$ cat src/rtl/seq_restoring_divider_pkg.sv
// Shared types and default widths for the sequential restoring divider.
// The package name matches the arithmetic tile's existing div_pkg.
package div_pkg;

   localparam int DEF_DIVIDEND_W = 8;
   localparam int DEF_DIVISOR_W  = 4;
   localparam int DEF_CNT_W      = $clog2(DEF_DIVIDEND_W);

   typedef enum logic [1:0] {
      IDLE,
      CALC,
      DONE
   } state_e;

endpackage : div_pkg

$ cat src/rtl/seq_restoring_divider_if.sv
// Start/busy/done handshake and operand/result bus of the sequential divider.
// The requester uses the master modport and the divider uses the slave modport.
interface seq_restoring_divider_if
   import div_pkg::*;
#(
   parameter int DIVIDEND_W = DEF_DIVIDEND_W,
   parameter int DIVISOR_W  = DEF_DIVISOR_W
);

   logic                  start;
   logic [DIVIDEND_W-1:0] dividend;
   logic [DIVISOR_W-1:0]  divisor;
   logic                  busy;
   logic                  done;
   logic [DIVIDEND_W-1:0] quotient;
   logic [DIVISOR_W-1:0]  remainder;
   logic                  div_zero;

   modport master (
      output start, dividend, divisor,
      input  busy, done, quotient, remainder, div_zero
   );

   modport slave (
      input  start, dividend, divisor,
      output busy, done, quotient, remainder, div_zero
   );

endinterface : seq_restoring_divider_if

$ cat src/rtl/seq_restoring_divider_div_step.sv
// One combinational restoring-division step: shift in a dividend bit,
// trial-subtract the divisor, and keep the difference only if it did not underflow.
module div_step
   import div_pkg::*;
#(
   parameter int DIVISOR_W = DEF_DIVISOR_W
) (
   input  logic [DIVISOR_W-1:0] rem_i,
   input  logic                 bit_i,
   input  logic [DIVISOR_W-1:0] divisor_i,
   output logic [DIVISOR_W-1:0] rem_o,
   output logic                 q_o
);

   // The restored remainder is always < divisor, so only the shifted value
   // needs the extra bit; the difference wraps harmlessly into DIVISOR_W bits.
   logic [DIVISOR_W:0] shifted;

   always_comb begin
      shifted = {rem_i, bit_i};
      q_o     = (shifted >= {1'b0, divisor_i});
      rem_o   = q_o ? (shifted[DIVISOR_W-1:0] - divisor_i) : shifted[DIVISOR_W-1:0];
   end

endmodule : div_step

$ cat src/rtl/seq_restoring_divider.sv
// Multi-cycle unsigned restoring divider, one quotient bit per clock, MSB first.
// Define SEQ_RESTORING_DIVIDER_DIV_ZERO_EN to short-circuit a zero divisor straight to DONE.
module seq_restoring_divider
   import div_pkg::*;
#(
   parameter int DIVIDEND_W = DEF_DIVIDEND_W,
   parameter int DIVISOR_W  = DEF_DIVISOR_W
) (
   input logic                    clk,
   input logic                    rst,
   seq_restoring_divider_if.slave bus
);

   localparam int CNT_W = $clog2(DIVIDEND_W);

   state_e                state_q,     state_d;
   logic [CNT_W-1:0]      cnt_q,       cnt_d;
   logic [DIVISOR_W-1:0]  rem_q,       rem_d;
   logic [DIVIDEND_W-1:0] q_acc_q,     q_acc_d;
   logic [DIVIDEND_W-1:0] dividend_q,  dividend_d;
   logic [DIVISOR_W-1:0]  divisor_q,   divisor_d;
   logic [DIVIDEND_W-1:0] quotient_q,  quotient_d;
   logic [DIVISOR_W-1:0]  remainder_q, remainder_d;
`ifdef SEQ_RESTORING_DIVIDER_DIV_ZERO_EN
   logic                  div_zero_q,  div_zero_d;
`endif

   logic [DIVISOR_W-1:0]  step_rem;
   logic                  step_q;
   logic                  accept;

   div_step #(
      .DIVISOR_W (DIVISOR_W)
   ) u_step (
      .rem_i     (rem_q),
      .bit_i     (dividend_q[cnt_q]),
      .divisor_i (divisor_q),
      .rem_o     (step_rem),
      .q_o       (step_q)
   );

   always_comb begin
      // NOTE: every next-state signal gets its hold value first so no path
      // through the case statement leaves it unassigned (which would infer a latch).
      state_d     = state_q;
      cnt_d       = cnt_q;
      rem_d       = rem_q;
      q_acc_d     = q_acc_q;
      dividend_d  = dividend_q;
      divisor_d   = divisor_q;
      quotient_d  = quotient_q;
      remainder_d = remainder_q;
`ifdef SEQ_RESTORING_DIVIDER_DIV_ZERO_EN
      div_zero_d  = div_zero_q;
`endif
      accept      = 1'b0;

      case (state_q)
         IDLE: accept = bus.start;
         CALC: begin
            rem_d   = step_rem;
            q_acc_d = {q_acc_q[DIVIDEND_W-2:0], step_q};
            cnt_d   = cnt_q - 1'b1;
            if (cnt_q == '0) begin
               state_d     = DONE;
               quotient_d  = {q_acc_q[DIVIDEND_W-2:0], step_q};
               remainder_d = step_rem;
`ifdef SEQ_RESTORING_DIVIDER_DIV_ZERO_EN
               div_zero_d  = 1'b0;
`endif
            end
         end
         DONE: begin
            state_d = IDLE;
            accept  = bus.start;
         end
         default: state_d = IDLE;
      endcase

      // A start in IDLE or DONE behaves identically, enabling back-to-back operations.
      if (accept) begin
         dividend_d = bus.dividend;
         divisor_d  = bus.divisor;
         rem_d      = '0;
         q_acc_d    = '0;
         cnt_d      = CNT_W'(DIVIDEND_W - 1);
         state_d    = CALC;
`ifdef SEQ_RESTORING_DIVIDER_DIV_ZERO_EN
         if (bus.divisor == '0) begin
            state_d     = DONE;
            quotient_d  = '1;
            remainder_d = bus.dividend[DIVISOR_W-1:0];
            div_zero_d  = 1'b1;
         end
`endif
      end
   end

   // NOTE: sequential state uses non-blocking assignments so every register
   // samples the pre-edge values, independent of statement order.
   always_ff @(posedge clk) begin
      if (rst) begin
         state_q     <= IDLE;
         cnt_q       <= '0;
         rem_q       <= '0;
         q_acc_q     <= '0;
         quotient_q  <= '0;
         remainder_q <= '0;
`ifdef SEQ_RESTORING_DIVIDER_DIV_ZERO_EN
         div_zero_q  <= 1'b0;
`endif
      end else begin
         state_q     <= state_d;
         cnt_q       <= cnt_d;
         rem_q       <= rem_d;
         q_acc_q     <= q_acc_d;
         quotient_q  <= quotient_d;
         remainder_q <= remainder_d;
`ifdef SEQ_RESTORING_DIVIDER_DIV_ZERO_EN
         div_zero_q  <= div_zero_d;
`endif
      end
   end

   // NOTE: operand registers are deliberately not reset; they are always
   // written on an accepted start before anything reads them.
   always_ff @(posedge clk) begin
      dividend_q <= dividend_d;
      divisor_q  <= divisor_d;
   end

   assign bus.busy      = (state_q == CALC);
   assign bus.done      = (state_q == DONE);
   assign bus.quotient  = quotient_q;
   assign bus.remainder = remainder_q;
`ifdef SEQ_RESTORING_DIVIDER_DIV_ZERO_EN
   assign bus.div_zero  = div_zero_q;
`else
   assign bus.div_zero  = 1'b0;
`endif

endmodule : seq_restoring_divider

$ cat src/flat_wrapper.sv
// flat-port wrapper written by rule: the top's interface ports become plain ports
module seq_restoring_divider_flat import div_pkg::*;
#(
   parameter int DIVIDEND_W = DEF_DIVIDEND_W,
   parameter int DIVISOR_W  = DEF_DIVISOR_W
)
  (clk, rst, bus_start, bus_dividend, bus_divisor, bus_busy, bus_done, bus_quotient, bus_remainder, bus_div_zero);
  seq_restoring_divider_if #(.DIVIDEND_W(DIVIDEND_W), .DIVISOR_W(DIVISOR_W)) bus_i ();
  input logic clk;
  input logic rst;
  input wire logic [$bits(bus_i.start)-1:0] bus_start;
  input wire logic [$bits(bus_i.dividend)-1:0] bus_dividend;
  input wire logic [$bits(bus_i.divisor)-1:0] bus_divisor;
  output wire logic [$bits(bus_i.busy)-1:0] bus_busy;
  output wire logic [$bits(bus_i.done)-1:0] bus_done;
  output wire logic [$bits(bus_i.quotient)-1:0] bus_quotient;
  output wire logic [$bits(bus_i.remainder)-1:0] bus_remainder;
  output wire logic [$bits(bus_i.div_zero)-1:0] bus_div_zero;
  assign bus_i.start = bus_start;
  assign bus_i.dividend = bus_dividend;
  assign bus_i.divisor = bus_divisor;
  assign bus_busy = bus_i.busy;
  assign bus_done = bus_i.done;
  assign bus_quotient = bus_i.quotient;
  assign bus_remainder = bus_i.remainder;
  assign bus_div_zero = bus_i.div_zero;
  seq_restoring_divider #(.DIVIDEND_W(DIVIDEND_W), .DIVISOR_W(DIVISOR_W)) u_core (.clk(clk), .rst(rst), .bus(bus_i));
endmodule
$ cat config.mk
export PLATFORM = sky130hd
export DESIGN_NAME = seq_restoring_divider_flat
export DESIGN_NICKNAME = d
export VERILOG_FILES = /design/src/rtl/seq_restoring_divider_pkg.sv /design/src/rtl/seq_restoring_divider_if.sv /design/src/rtl/seq_restoring_divider_div_step.sv /design/src/rtl/seq_restoring_divider.sv /design/src/flat_wrapper.sv
export SDC_FILE = /design/constraint.sdc
export NUM_CORES = 1
export LEC_CHECK = 0
export BUFFER_PORTS_ARGS = -buffer_cell sky130_fd_sc_hd__buf_2
export CAP_MARGIN = 10
export CORE_UTILIZATION = 54
export DETAILED_ROUTE_END_ITERATION = 8
export PLACE_DENSITY = 0.79
export SLEW_MARGIN = 20
export SYNTH_ARGS = -nofsm -noshare
export SYNTH_HDL_FRONTEND = slang
export SYNTH_SLANG_ARGS = --single-unit
$ cat constraint.sdc
create_clock -name clk -period 2.73 [get_ports clk]
set_clock_uncertainty 0.1 [all_clocks]
set_input_delay 0.4095 -clock clk [delete_from_list [all_inputs] [get_ports clk]]
set_output_delay 0.4095 -clock clk [all_outputs]
set_load 0.05 [all_outputs]
==> metrics.csv <==
stage,metric,value,unit
synth,synth_edf_count,12,
synth,synth_area,0.00166,mm²
synth,async_reset_ff_frac,0,
timing,post-route-period-util,0.955,
synth,avgSynthCellArea,10.0,µm²
critical_path,start_kind,flop,
synth,synth_warnings,0,
power_and_ir_drop,ir_worst_vdd,0.451,mV
grt,grt_pass1_wl,5330,µm
timing,rsz0062_at_grt,false,
synth,yosys.cell_types.count,35,
power_and_ir_drop,swShare,0.284,
synth,netlist_top_cells_area,"dfxtp_1 34%, edfxtp_1 22%, nand2_1 7.3%, a21oi_1 6.3%, ha_1 4.5%",
placement,post-dp-hpwl,2230,µm
detailed_routing,drc_errors,3,
synth,synth_seq_cells,40,
finish,diodes,0,
grt,grt_max_degree,21,
finish,final_common_cell,nand2_1,
die,dieArea,0.00329,mm²
grt,grt-ovfl-total,0,
finish,layout_common_cells,"32 x nand2_1, 28 x buf_2, 28 x dfxtp_1",
finish,area_delta_synth_final,14.0,%
placement,placed_area,0.00181,mm²
finish,multi_input_area,674,µm²
detailed_routing,dr.pass1.iters,6,
timing,relSlewSlack,0.664,
detailed_routing,wl_per_cell,13.8,µm
finish,fin_nets,215,
cts,cts_buffer_depth,2,
cts,post_cts_resized,0,
die,die_h,57.4,µm
die,core-area,0.00283,mm²
timing,setup_viol,0,
die,io_pins,30,
timing,tightest_slew,0.504,ns
synth,synth.largest_area_cell,dfxtp_1,
timing,hold_viol,0,
critical_path,cp.arrival,2.78,ns
detailed_routing,routed_wl,3120,µm
power_and_ir_drop,internal_power,871,µW
grt,grt_util_all_layers,0.216,
detailed_routing,postRouteAntennaNets,0,
cts,htreeDepth,2,
cts,ctsHoldBuffers,0,
synth,synth_cells,165,
timing,final_max_slew_viol_count,0,
synth,yosysSeqAreaShare,0.556,
cts,clock-root-buffer,clkbuf_4,
status,outcome,finished with violations,
cts,post-cts-setup-buffers,0,
synth,synthesis.nets,187,
die,rows,19,
grt,grt_pass1_vias,1237,
critical_path,required,2.90,ns
die,die_w,57.4,µm
run,cap_violations,0,
timing,timing.fmax,384,MHz
placement,portBuffers,28,
critical_path,worst-path-max-fanout,7,
finish,postLayoutCoreUtil,0.668,
cts,clkTransAtPathRegs,0.12,ns
cts,clock_latency,0.35,ns
placement,dp_cells,217,
cts,cts_tree,yes,
finish,finalNonFillerCells,225,
power_and_ir_drop,p_comb_frac,0.159,
timing,whs,0.121,ns
finish,drive_above_1_share,0.216,
critical_path,criticalPathCategory,reg2reg,
worst_hold_path,hold_path_class,in2reg,
finish,fin_area,0.00189,mm²
synth,synth_flop_cell,dfxtp_1,
synth,synth.top_cell.area_share,0.338,
finish,fill_cells,207,
power_and_ir_drop,p_switching,345,µW
power_and_ir_drop,p_leak,0.000765,µW
detailed_routing,num_vias,1246,
detailed_routing,vias_per_cell,5.54,
placement,place.gp.congestion,0.962,
power_and_ir_drop,clkPwrFrac,0.299,
timing,finalSetupTns,0,ns
grt,antenna_found_initial,0,
detailed_routing,drtIter0Drc,52,
critical_path,cp-end-kind,flop,
status,violations,design-rule violations,
cts,cts.sinks,40,
die,initial_utilization,0.586,
power_and_ir_drop,powerDensity,644,mW/mm²
power_and_ir_drop,seq_power_share,0.541,
cts,cts_buffers,5,
finish,seqCellArea,921,µm²
timing,fin_crit,2.61,ns
==> worst paths after layout <==
check | from | end | slack, ns | cells past startpoint
hold reg to reg | u_core.bus.quotient[6] | u_core.bus.quotient[6] | 0.36 | 2
setup reg to reg | u_core.cnt_q[1] | u_core.rem_q[3] | 0.12 | 7
setup / recovery | u_core.cnt_q[1] | u_core.rem_q[3] | 0.12 | 7
hold / removal | bus_dividend[2] | u_core.dividend_q[2] | 0.12 | 1
==> kinds of logic (layout without fill, tap and decap cells) <==
kind of cell,count (synthesis),after routing,synth area share
flops,40,40,0.556
mux,4,4,0.0438
compound gates,36,36,0.131
simple gates,59,59,0.160
fa+ha+maj,7,7,0.0574
other cells,1,1,0.00226
buf+inv,16,45,0.0385
xor+xnor,2,2,0.0106
==> Yosys cell counts (3+ instances only) <==
cell type,n
ha_1,6
nand2_1,32
edfxtp_1,12
nor2_1,10
nand2b_1,4
a211oi_1,4
dfxtp_1,28
o21ai_0,3
inv_1,6
nand3_1,3
clkbuf_1,5
a21oi_1,21
==> power groups by stage <==
stage	Sequential, µW	Clock, µW	Combinational (µW)
6_report	659	364	194
3_3_place_gp	670	0	183
4_1_cts	659	373	192
2_1_floorplan	682	0	133
3_5_place_dp	672	0	191
5_1_grt	662	392	215
==> per-layer routing <==
metal,up-vias,global-route usage,wire [µm]
met5,-,0,0
met4,0,0.0801,51
met3,7,0.0612,181
met2,38,0.389,1610
met1,575,0.242,1280
li1,626,-,-
==> layout make-up <==
| type | count | share of cell area |
|---|---|---|
| clock buffer | 6 | 0.0331 |
| multi-input combinational | 109 | 0.357 |
| inverter | 8 | 0.0159 |
| timing repair buffer | 29 | 0.0781 |
| clock inverter | 2 | 0.00795 |
| tap | 31 | 0.0205 |
| sequential | 40 | 0.487 |
==> flip-flops by register name, summed over array words and instances, names as in the netlist <==
name	flops
u_core.bus.quotient	8
u_core.bus.remainder	4
u_core.cnt_q	3
u_core.dividend_q	8
u_core.divisor_q	4
u_core.q_acc_q	7
u_core.rem_q	4
u_core.state_q	2
==> critical path, stage by stage (launching register included) <==
cell	delay [ns]
dfxtp_1	0.41
mux4_1	0.58
mux2i_1	0.20
ha_1	0.22
nor2b_1	0.08
o31a_4	0.31
or3_1	0.41
o31ai_1	0.22
==> per-stage QoR <==
stage          power [µW]  worst slack, ns
2_1_floorplan         815            0.361
3_3_place_gp          853            0.270
3_5_place_dp          863            0.164
4_1_cts              1220            0.150
5_1_grt              1270          0.00706
6_report             1220            0.123
No activity file was read; power rests on OpenSTA's default activity.
